## src/rtl/datapath_pkg.sv

```systemverilog
`default_nettype none
// ============================================================================
//  Module   : datapath_pkg
//  Purpose  : Shared ALU opcode encodings for the pipelined datapath
//  Revision : 1.0  initial release
// ============================================================================
package datapath_pkg;

  localparam int OP_W = 3;

  localparam logic [OP_W-1:0] ALU_ADD = 3'b000;
  localparam logic [OP_W-1:0] ALU_SUB = 3'b001;
  localparam logic [OP_W-1:0] ALU_AND = 3'b010;
  localparam logic [OP_W-1:0] ALU_XOR = 3'b011;
  localparam logic [OP_W-1:0] ALU_OR  = 3'b100;
  localparam logic [OP_W-1:0] ALU_SLT = 3'b101;
  localparam logic [OP_W-1:0] ALU_SLL = 3'b110;
  localparam logic [OP_W-1:0] ALU_SRL = 3'b111;

endpackage
`default_nettype wire

```

## src/rtl/alu_param.sv

```systemverilog
`default_nettype none
// ============================================================================
//  Module   : alu_param
//  Purpose  : Combinational 8-op ALU with zero/carry/overflow status
//  Revision : 1.0  initial release
// ============================================================================
module alu_param
  import datapath_pkg::*;
#(
  parameter int WIDTH = 32
) (
  input  logic [OP_W-1:0]  op_i,
  input  logic [WIDTH-1:0] a_i,
  input  logic [WIDTH-1:0] b_i,
  output logic [WIDTH-1:0] result_o,
  output logic             zero_o,
  output logic             carry_o,
  output logic             overflow_o
);

  localparam int SW = $clog2(WIDTH);

  logic [WIDTH:0]   w_sum;
  logic [WIDTH:0]   w_diff;
  logic [SW-1:0]    w_shamt;

  // The extra top bit of the subtraction is the unsigned borrow (A < B).
  assign w_sum   = {1'b0, a_i} + {1'b0, b_i};
  assign w_diff  = {1'b0, a_i} - {1'b0, b_i};
  assign w_shamt = b_i[SW-1:0];

  // Operation select and flag generation
  always_comb begin
    result_o   = '0;
    carry_o    = 1'b0;
    overflow_o = 1'b0;
    case (op_i)
      ALU_ADD: begin
        result_o   = w_sum[WIDTH-1:0];
        carry_o    = w_sum[WIDTH];
        overflow_o = (a_i[WIDTH-1] == b_i[WIDTH-1]) && (w_sum[WIDTH-1] != a_i[WIDTH-1]);
      end
      ALU_SUB: begin
        result_o   = w_diff[WIDTH-1:0];
        carry_o    = w_diff[WIDTH];
        overflow_o = (a_i[WIDTH-1] != b_i[WIDTH-1]) && (w_diff[WIDTH-1] != a_i[WIDTH-1]);
      end
      ALU_AND: result_o = a_i & b_i;
      ALU_XOR: result_o = a_i ^ b_i;
      ALU_OR:  result_o = a_i | b_i;
      ALU_SLT: result_o = {{(WIDTH-1){1'b0}}, ($signed(a_i) < $signed(b_i))};
      ALU_SLL: result_o = a_i << w_shamt;
      ALU_SRL: result_o = a_i >> w_shamt;
      default: result_o = '0;
    endcase
  end

  assign zero_o = (result_o == '0);

endmodule
`default_nettype wire

```

## src/rtl/pipelined_datapath.sv

```systemverilog
`default_nettype none
// ============================================================================
//  Module   : pipelined_datapath
//  Purpose  : NREGS x WIDTH register file + ALU, 2-stage pipeline with full
//             forwarding, priority load port and debug read port
//  Revision : 1.0  initial release
// ============================================================================
module pipelined_datapath
  import datapath_pkg::*;
#(
  parameter  int WIDTH = 32,
  parameter  int NREGS = 4,
  localparam int AW    = $clog2(NREGS)
) (
  input  logic             clk,
  input  logic             rst,
  input  logic             in_valid,
  input  logic             wr,
  input  logic [AW-1:0]    addr1,
  input  logic [AW-1:0]    addr2,
  input  logic [AW-1:0]    addr3,
  input  logic [OP_W-1:0]  ALUControl,
  input  logic             load_en,
  input  logic [AW-1:0]    load_addr,
  input  logic [WIDTH-1:0] load_data,
  output logic [WIDTH-1:0] result,
  output logic             out_valid,
  output logic             zero,
  output logic             carry,
  output logic             overflow,
  input  logic [AW-1:0]    dbg_addr,
  output logic [WIDTH-1:0] dbg_data
);

  logic [WIDTH-1:0] regs_q [NREGS];

  // Stage E pipeline registers
  logic             e_valid_q;
  logic             e_wr_q;
  logic [OP_W-1:0]  e_op_q;
  logic [AW-1:0]    e_dst_q;
  logic [WIDTH-1:0] e_a_q;
  logic [WIDTH-1:0] e_b_q;

  // Stage W registers
  logic [WIDTH-1:0] result_q;
  logic             out_valid_q;
  logic             zero_q;
  logic             carry_q;
  logic             overflow_q;

  logic [WIDTH-1:0] opa_d;
  logic [WIDTH-1:0] opb_d;
  logic [WIDTH-1:0] alu_res;
  logic             alu_zero;
  logic             alu_carry;
  logic             alu_ovf;
  logic             wb_en;

  assign wb_en = e_valid_q && e_wr_q;

  alu_param #(.WIDTH(WIDTH)) u_alu (
    .op_i       (e_op_q),
    .a_i        (e_a_q),
    .b_i        (e_b_q),
    .result_o   (alu_res),
    .zero_o     (alu_zero),
    .carry_o    (alu_carry),
    .overflow_o (alu_ovf)
  );

  // Operand bypass: same-edge load beats in-flight writeback beats regfile
  always_comb begin
    opa_d = regs_q[addr1];
    opb_d = regs_q[addr2];
    if (load_en && load_addr == addr1) opa_d = load_data;
    else if (wb_en && e_dst_q == addr1) opa_d = alu_res;
    if (load_en && load_addr == addr2) opb_d = load_data;
    else if (wb_en && e_dst_q == addr2) opb_d = alu_res;
  end

  // Stage E: capture the issued instruction with its forwarded operands
  always_ff @(posedge clk or negedge rst) begin
    if (!rst) begin
      e_valid_q <= 1'b0;
      e_wr_q    <= 1'b0;
      e_op_q    <= '0;
      e_dst_q   <= '0;
      e_a_q     <= '0;
      e_b_q     <= '0;
    end else begin
      e_valid_q <= in_valid;
      if (in_valid) begin
        e_wr_q  <= wr;
        e_op_q  <= ALUControl;
        e_dst_q <= addr3;
        e_a_q   <= opa_d;
        e_b_q   <= opb_d;
      end
    end
  end

  // Stage W: register result/flags; they hold while no instruction retires
  always_ff @(posedge clk or negedge rst) begin
    if (!rst) begin
      result_q    <= '0;
      out_valid_q <= 1'b0;
      zero_q      <= 1'b0;
      carry_q     <= 1'b0;
      overflow_q  <= 1'b0;
    end else begin
      out_valid_q <= e_valid_q;
      if (e_valid_q) begin
        result_q   <= alu_res;
        zero_q     <= alu_zero;
        carry_q    <= alu_carry;
        overflow_q <= alu_ovf;
      end
    end
  end

  // Register file: load port has priority over a writeback to the same entry
  always_ff @(posedge clk or negedge rst) begin
    if (!rst) begin
      for (int i = 0; i < NREGS; i++) regs_q[i] <= '0;
    end else begin
      for (int i = 0; i < NREGS; i++) begin
        if (load_en && load_addr == AW'(i)) regs_q[i] <= load_data;
        else if (wb_en && e_dst_q == AW'(i)) regs_q[i] <= alu_res;
      end
    end
  end

  assign result    = result_q;
  assign out_valid = out_valid_q;
  assign zero      = zero_q;
  assign carry     = carry_q;
  assign overflow  = overflow_q;
  assign dbg_data  = regs_q[dbg_addr];

endmodule
`default_nettype wire

```

## config.mk

```make
export PLATFORM = sky130hd
export DESIGN_NAME = pipelined_datapath
export DESIGN_NICKNAME = d
export VERILOG_FILES = /design/src/rtl/datapath_pkg.sv /design/src/rtl/alu_param.sv /design/src/rtl/pipelined_datapath.sv
export SDC_FILE = /design/constraint.sdc
export NUM_CORES = 1
export LEC_CHECK = 0
export ABC_CLOCK_PERIOD_IN_PS = 6130
export CORE_ASPECT_RATIO = 1.5
export CORE_MARGIN = 3
export CORE_UTILIZATION = 60
export DETAILED_ROUTE_END_ITERATION = 8
export PLACE_DENSITY_LB_ADDON = 0.25
export SYNTH_ARGS = -nofsm -noshare
export SYNTH_HDL_FRONTEND = slang
export SYNTH_HIERARCHICAL = 1
export SYNTH_SLANG_ARGS = --single-unit
```

## constraint.sdc

```tcl
create_clock -name clk -period 6.13 [get_ports clk]
set_input_delay 0.613 -clock clk [delete_from_list [all_inputs] [get_ports clk]]
set_output_delay 0.613 -clock clk [all_outputs]
set_load 0.01 [all_outputs]
```

# [Word level (Yosys, flattened, before mapping)]
# Cells that the tools add are included.
[classes] addsub=2 n_mul=0 n_div=0 order_cmp=4 eq_ne=21 shifts=2 n_mux=24 bitwise=6 n_reduce_logical=23
[op_table] operator="32-bit 2-to-1 mux" n=18
[op_table] operator="32-bit one-hot mux with 8 select lines" n=1
[op_table] operator="32-bit binary-select mux with 2-bit select" n=3
[op_table] operator="32-bit by 32-bit adder with 33-bit output" n=1
[op_table] operator="32-bit by 32-bit subtractor with 33-bit output" n=1
[op_table] operator="32-bit AND" n=1
[op_table] operator="32-bit logical NOT" n=1
[op_table] operator="32-bit < comparator" n=1
[op_table] operator="32-bit OR" n=1
[op_table] operator="32-bit by 5-bit left shift with 32-bit output" n=1
[op_table] operator="32-bit by 5-bit right shift with 32-bit output" n=1
[op_table] operator="32-bit bitwise XOR" n=1
[op_table] operator="1-bit logical AND" n=15
[op_table] operator="3-bit equality test (second input constant)" n=4
[op_table] operator="3-bit greater-or-equal comparator (second input constant)" n=3
[op_table] operator="2-bit inverter with 3-bit output" n=3
[op_table] operator="2-bit equality test" n=4
[op_table] operator="2-bit equality test (second input constant)" n=4
[op_table] operator="2-bit nonzero test" n=4
[op_table] operator="3-bit by 2-bit equality test with 1-bit output (second input constant)" n=2
[op_table] operator="2-bit by 1-bit equality test with 1-bit output (second input constant)" n=2
[op_table] operator="2-bit logical NOT" n=2
[op_table] operator="1-bit one-hot mux with 2 select lines" n=2
[op_table] operator="3-bit by 1-bit equality test with 1-bit output (second input constant)" n=1
[op_table] operator="3 further kinds" n=5
[totals] regBits=235 latchBits=0 ramBits=0 mem_bits_ro=0 mem_count=0

# [Depth between registers and ports, before layout]
[depth] depth_word=6 ltp_mapped=20 mapped_depth_nobuf=16

# [By module]
# Netlist, hierarchy kept.
[modules_own_cells] mod="pipelined_datapath" instances=1 cells_each=1133 area_each_um2=13309.0 seq_area_each_um2=5880.6
[modules_own_cells] mod="alu_param" instances=1 cells_each=1269 area_each_um2=8684.6 seq_area_each_um2=0.0

# [Worst setup path after synthesis]
# OpenSTA, ideal clock, no wires.
[synth_timing] path_kind="register to register" start="register e_b_q[2]" end="register zero_q (netlist: zero)" t_arrival_ps=5035 t_required_ps=6065 setup_slack_ps=1031 stages_incl_launch_ff=21 path_buffers=5 path_cell_list="dfrtp_1 > buf_2 > inv_1 > buf_2 > buf_2 > clkbuf_1 > ha_1 > buf_2 > nor2b_1 > o31a_1 > o21ai_1 > o21bai_1 > nor2b_1 > o31ai_1 > xor2_1 > o21ai_0 > or4_1 > or4_1 > or4_1 > nor4_2 > mux2_2"
[synth_between] elab_chain_len=3 word_cells_on_any_way=10 cone_classes="2 x add/sub; 1 x order compare; 2 x shift; 1 x mux; 3 x bitwise; 1 x reduce/logical"
[synth_rtl] element="from (decl)" line="pipelined_datapath.sv:43" text="logic [WIDTH-1:0] e_b_q;"
[synth_rtl] element="from (signal assigned)" line="pipelined_datapath.sv:98" text="e_b_q <= opb_d;"
[synth_rtl] element="32-bit by 32-bit subtractor with 33-bit output (tied with other cells)" line="alu_param.sv:29" text="assign w_diff = {1'b0, a_i} - {1'b0, b_i};"
[synth_rtl] element="32-bit one-hot mux with 8 select lines (*)" line="alu_param.sv:37" text="case (op_i)"
[synth_rtl] element="named net alu_res[16]" line="pipelined_datapath.sv:54" text="logic [WIDTH-1:0] alu_res;"
[synth_rtl] element="32-bit logical NOT (*)" line="alu_param.sv:58" text="assign zero_o = (result_o == '0);"
[synth_rtl] element="named net alu_zero" line="pipelined_datapath.sv:55" text="logic alu_zero;"
[synth_rtl] element="to (signal assigned)" line="pipelined_datapath.sv:115" text="zero_q <= alu_zero;"
[synth_rtl] element="to (decl)" line="pipelined_datapath.sv:48" text="logic zero_q;"
# The timed path passes the listed nets; every way through them passes the cells marked *.
# A chain may end at the register's enable or synchronous reset.

# [Worst setup path in the final report]
# Ends and elaborated chain as after synthesis.

==> out/results.ini <==
[critical_path]
r2r.worst_path.cells = 14
cp-start-kind = flip-flop
worstPathRequired_ps = 6590
crit_type = reg -> reg
arrival_ps = 5780
end_kind = flip-flop
cp_max_fo = 20

[power_and_ir_drop]
irDropWorstVdd_mv = 0.372
p_per_area_mw_per_mm2 = 494
power_leakage_nw = 10.3

[global_route]
grt_pass1_wl_um = 134000
grt_pass1_vias = 21300
gr-usage-all-layers = 0.452
antenna_found_initial = 2
gr-total-overflow = 0
grt_max_degree = 113

[logic_synthesis]
synth_area_mm2 = 0.0220
syn_nets = 2551
synth_most_common_cell = mux2i_1
synthCells = 2402
syn_avg_cell_area_um2 = 9.16
yosysTopAreaCell = dfrtp_1
ys_top_cells_by_count = mux2i_1, dfrtp_1, a21oi_1
yosysWarnings = 6
synthArstFlopShare = 1.00
synth_cell_types = 94
synth_edf_count = 0
synth_area_leaders = dfrtp_1, mux2i_1, mux4_2, ha_1, a21oi_1
synth_seq_cells = 235
synth_top_area_frac = 0.267
synthFlopType = dfrtp_1
seq_area_frac_synth = 0.267

[floorplanning]
core_mm2 = 0.0361
die_w_um = 162
die_h_um = 240
io-pin-count = 118
initial_core_util = 0.610
rows = 85
die-area_mm2 = 0.0390

[clock_network]
root_buffer = clkbuf_16
clock_sinks = 235
cts_tree = done
cts_resized = 0
hold_buffers = 0
post_cts_buffers = 0
numCtsBuffers = 22
ctsLongestPathBuffers = 3
clk_pin_slew_ps = 60
htree_levels = 1
insertion_delay_ps = 530

[sta]
worstMarginPinSlew_ps = 1400
period_needed_ps = 5310
slew_headroom = 0.0538
maxSlewViolCount = 0
fin_crit_sh = 0.867
fin_setup_tns_ps = 0
setup_violations = 0
timing.fmax_mhz = 188
rsz0062_at_grt = no
skew_ps = 12.5
final-hold-violation-count = 0

[worst_hold_path]
hold_class = in -> async

[routing]
vias_per_cell = 7.45
drt.antenna.violating_nets = 0
firstDrtPassIters = 7
wl_per_cell_um = 30.7
wl_um = 89900
route.detailed.drc = 0
dr_total_vias = 21800
drt_iter0_markers = 3381

[place]
dp_hpwl_um = 63500
portBuffers = 117
dp.cells = 2889
gp_congestion = 1.08

[cells_and_area]
layout.cells.non_filler = 2926
area_delta_synth_final_pct = 10.3
layout-drive-gt1-share = 0.135
n_antenna_cell = 0
nNetsFinal = 2585

[run]
drv_cap = 0

[status]
status = finished, final reports clean

flip-flops by register name (all words and copies together), names as in the netlist, 2 cells and up:
name and flops:
regs_q 128, e_a_q 32, e_dst_q 2, result 32
e_op_q 3, e_b_q 32
path summary, 6_finish.rpt:
check / start / end / slack (ps)
worst max-delay path: e_b_q[2] / zero / 820
worst min-delay path: rst / result[24] / 130
worst max register to register: e_b_q[2] / zero / 820
worst min register to register: result[23] / result[23] / 510
max in group asynchronous: rst / regs_q[40] / 4390
min in group clk: result[23] / result[23] / 510
cell type report:
class                      instances  area (µm²)
fill                            2734       11800
clock inverter                     5        78.8
clock buffer                      31         636
multi-input combinational       1870       14800
inverter                         101         379
sequential                       235        5890
tap                              478         598
timing repair buffer             206        1830
cells in the final DEF, fill, tap and decap left out, types with 9 or more instances in the layout:
master           Yosys  layout
a21oi_1            225     225
a211o_1             11      11
xor2_1              11      11
clkbuf_16            0      23
mux4_2             115     115
a211oi_1            22      22
nor2b_1             82      82
buf_4                9      87
a31oi_1             16      16
a21o_1              20      20
nor4_1              13      13
o22ai_1             36      36
nor3_1              23      22
a221oi_1            11      11
dfrtp_1            235     230
nand2_1            154     154
a22oi_1             10      10
nand3_1             21      21
mux2_2              54      54
o221ai_1             9       9
nand2b_1            10      10
clkdlybuf4s50_1      0     111
ha_1                97      97
o21ai_1             82      82
xnor2_1             22      22
o21ai_0            144     144
nand4_1             11      11
mux2i_1            284     284
o31ai_1             12      10
inv_1               97      97
nor2_1             193     193
o211ai_1            17      17
power breakdown:
| group | total [mW] | switching, mW | internal (mW) | leakage [nW] |
|---|---|---|---|---|
| registers | 2.84 | 0.744 | 2.10 | 2.82 |
| clock network | 1.40 | 0.598 | 0.803 | 0.351 |
| logic | 7.74 | 4.65 | 3.09 | 7.16 |
| total | 12.0 | 5.99 | 5.99 | 10.3 |
metal layers:
metal / wire length, µm / up-vias / share of wire / global-route usage
li1: - / 8990 / - / -
met1: 30600 / 10400 / 0.34 / 0.549
met2: 42100 / 1914 / 0.47 / 0.744
met3: 10200 / 485 / 0.11 / 0.0946
met4: 6960 / 4 / 0.077 / 0.265
met5: 25 / - / 0.00028 / 0
critical path, cell delays in order, from the launching register on:
cell,delay [ps]
dfrtp_2,580
inv_1,150
ha_1,470
nor2b_1,260
o31a_1,230
o21ai_1,200
nor4_1,920
or3b_1,270
a31oi_1,110
a221o_1,320
a21o_1,260
or4_1,610
or4_1,510
nor4_2,140
mux2_2,200
kinds of logic after synthesis:
group / Yosys count / synth area share
DFF: 235 / 0.267
muxes: 461 / 0.282
xor gates and xnor gates: 33 / 0.0131
adders and majority gates: 99 / 0.0570
buffers and inverters: 297 / 0.0604
and+or+nand+nor: 574 / 0.127
AOI/OAI and AO/OA: 703 / 0.194
metrics by stage:
| stage | setup slack, ps | hold WS [ps] | area (µm²) | util | power (mW) |
|---|---|---|---|---|---|
| after detailed placement | 965 | 496 | 23500 | 0.653 | 10.2 |
| after global placement | 942 | 490 | 23500 | 0.653 | 9.99 |
| after global routing | 547 | 216 | 24300 | 0.673 | 12.5 |
| final | 815 | 134 | 24300 | 0.673 | 12.0 |
| after floorplan | 1030 | 317 | 22000 | - | 7.39 |
| after CTS | 936 | 196 | 24200 | 0.673 | 11.6 |
Power figures use the tool's default switching activity.
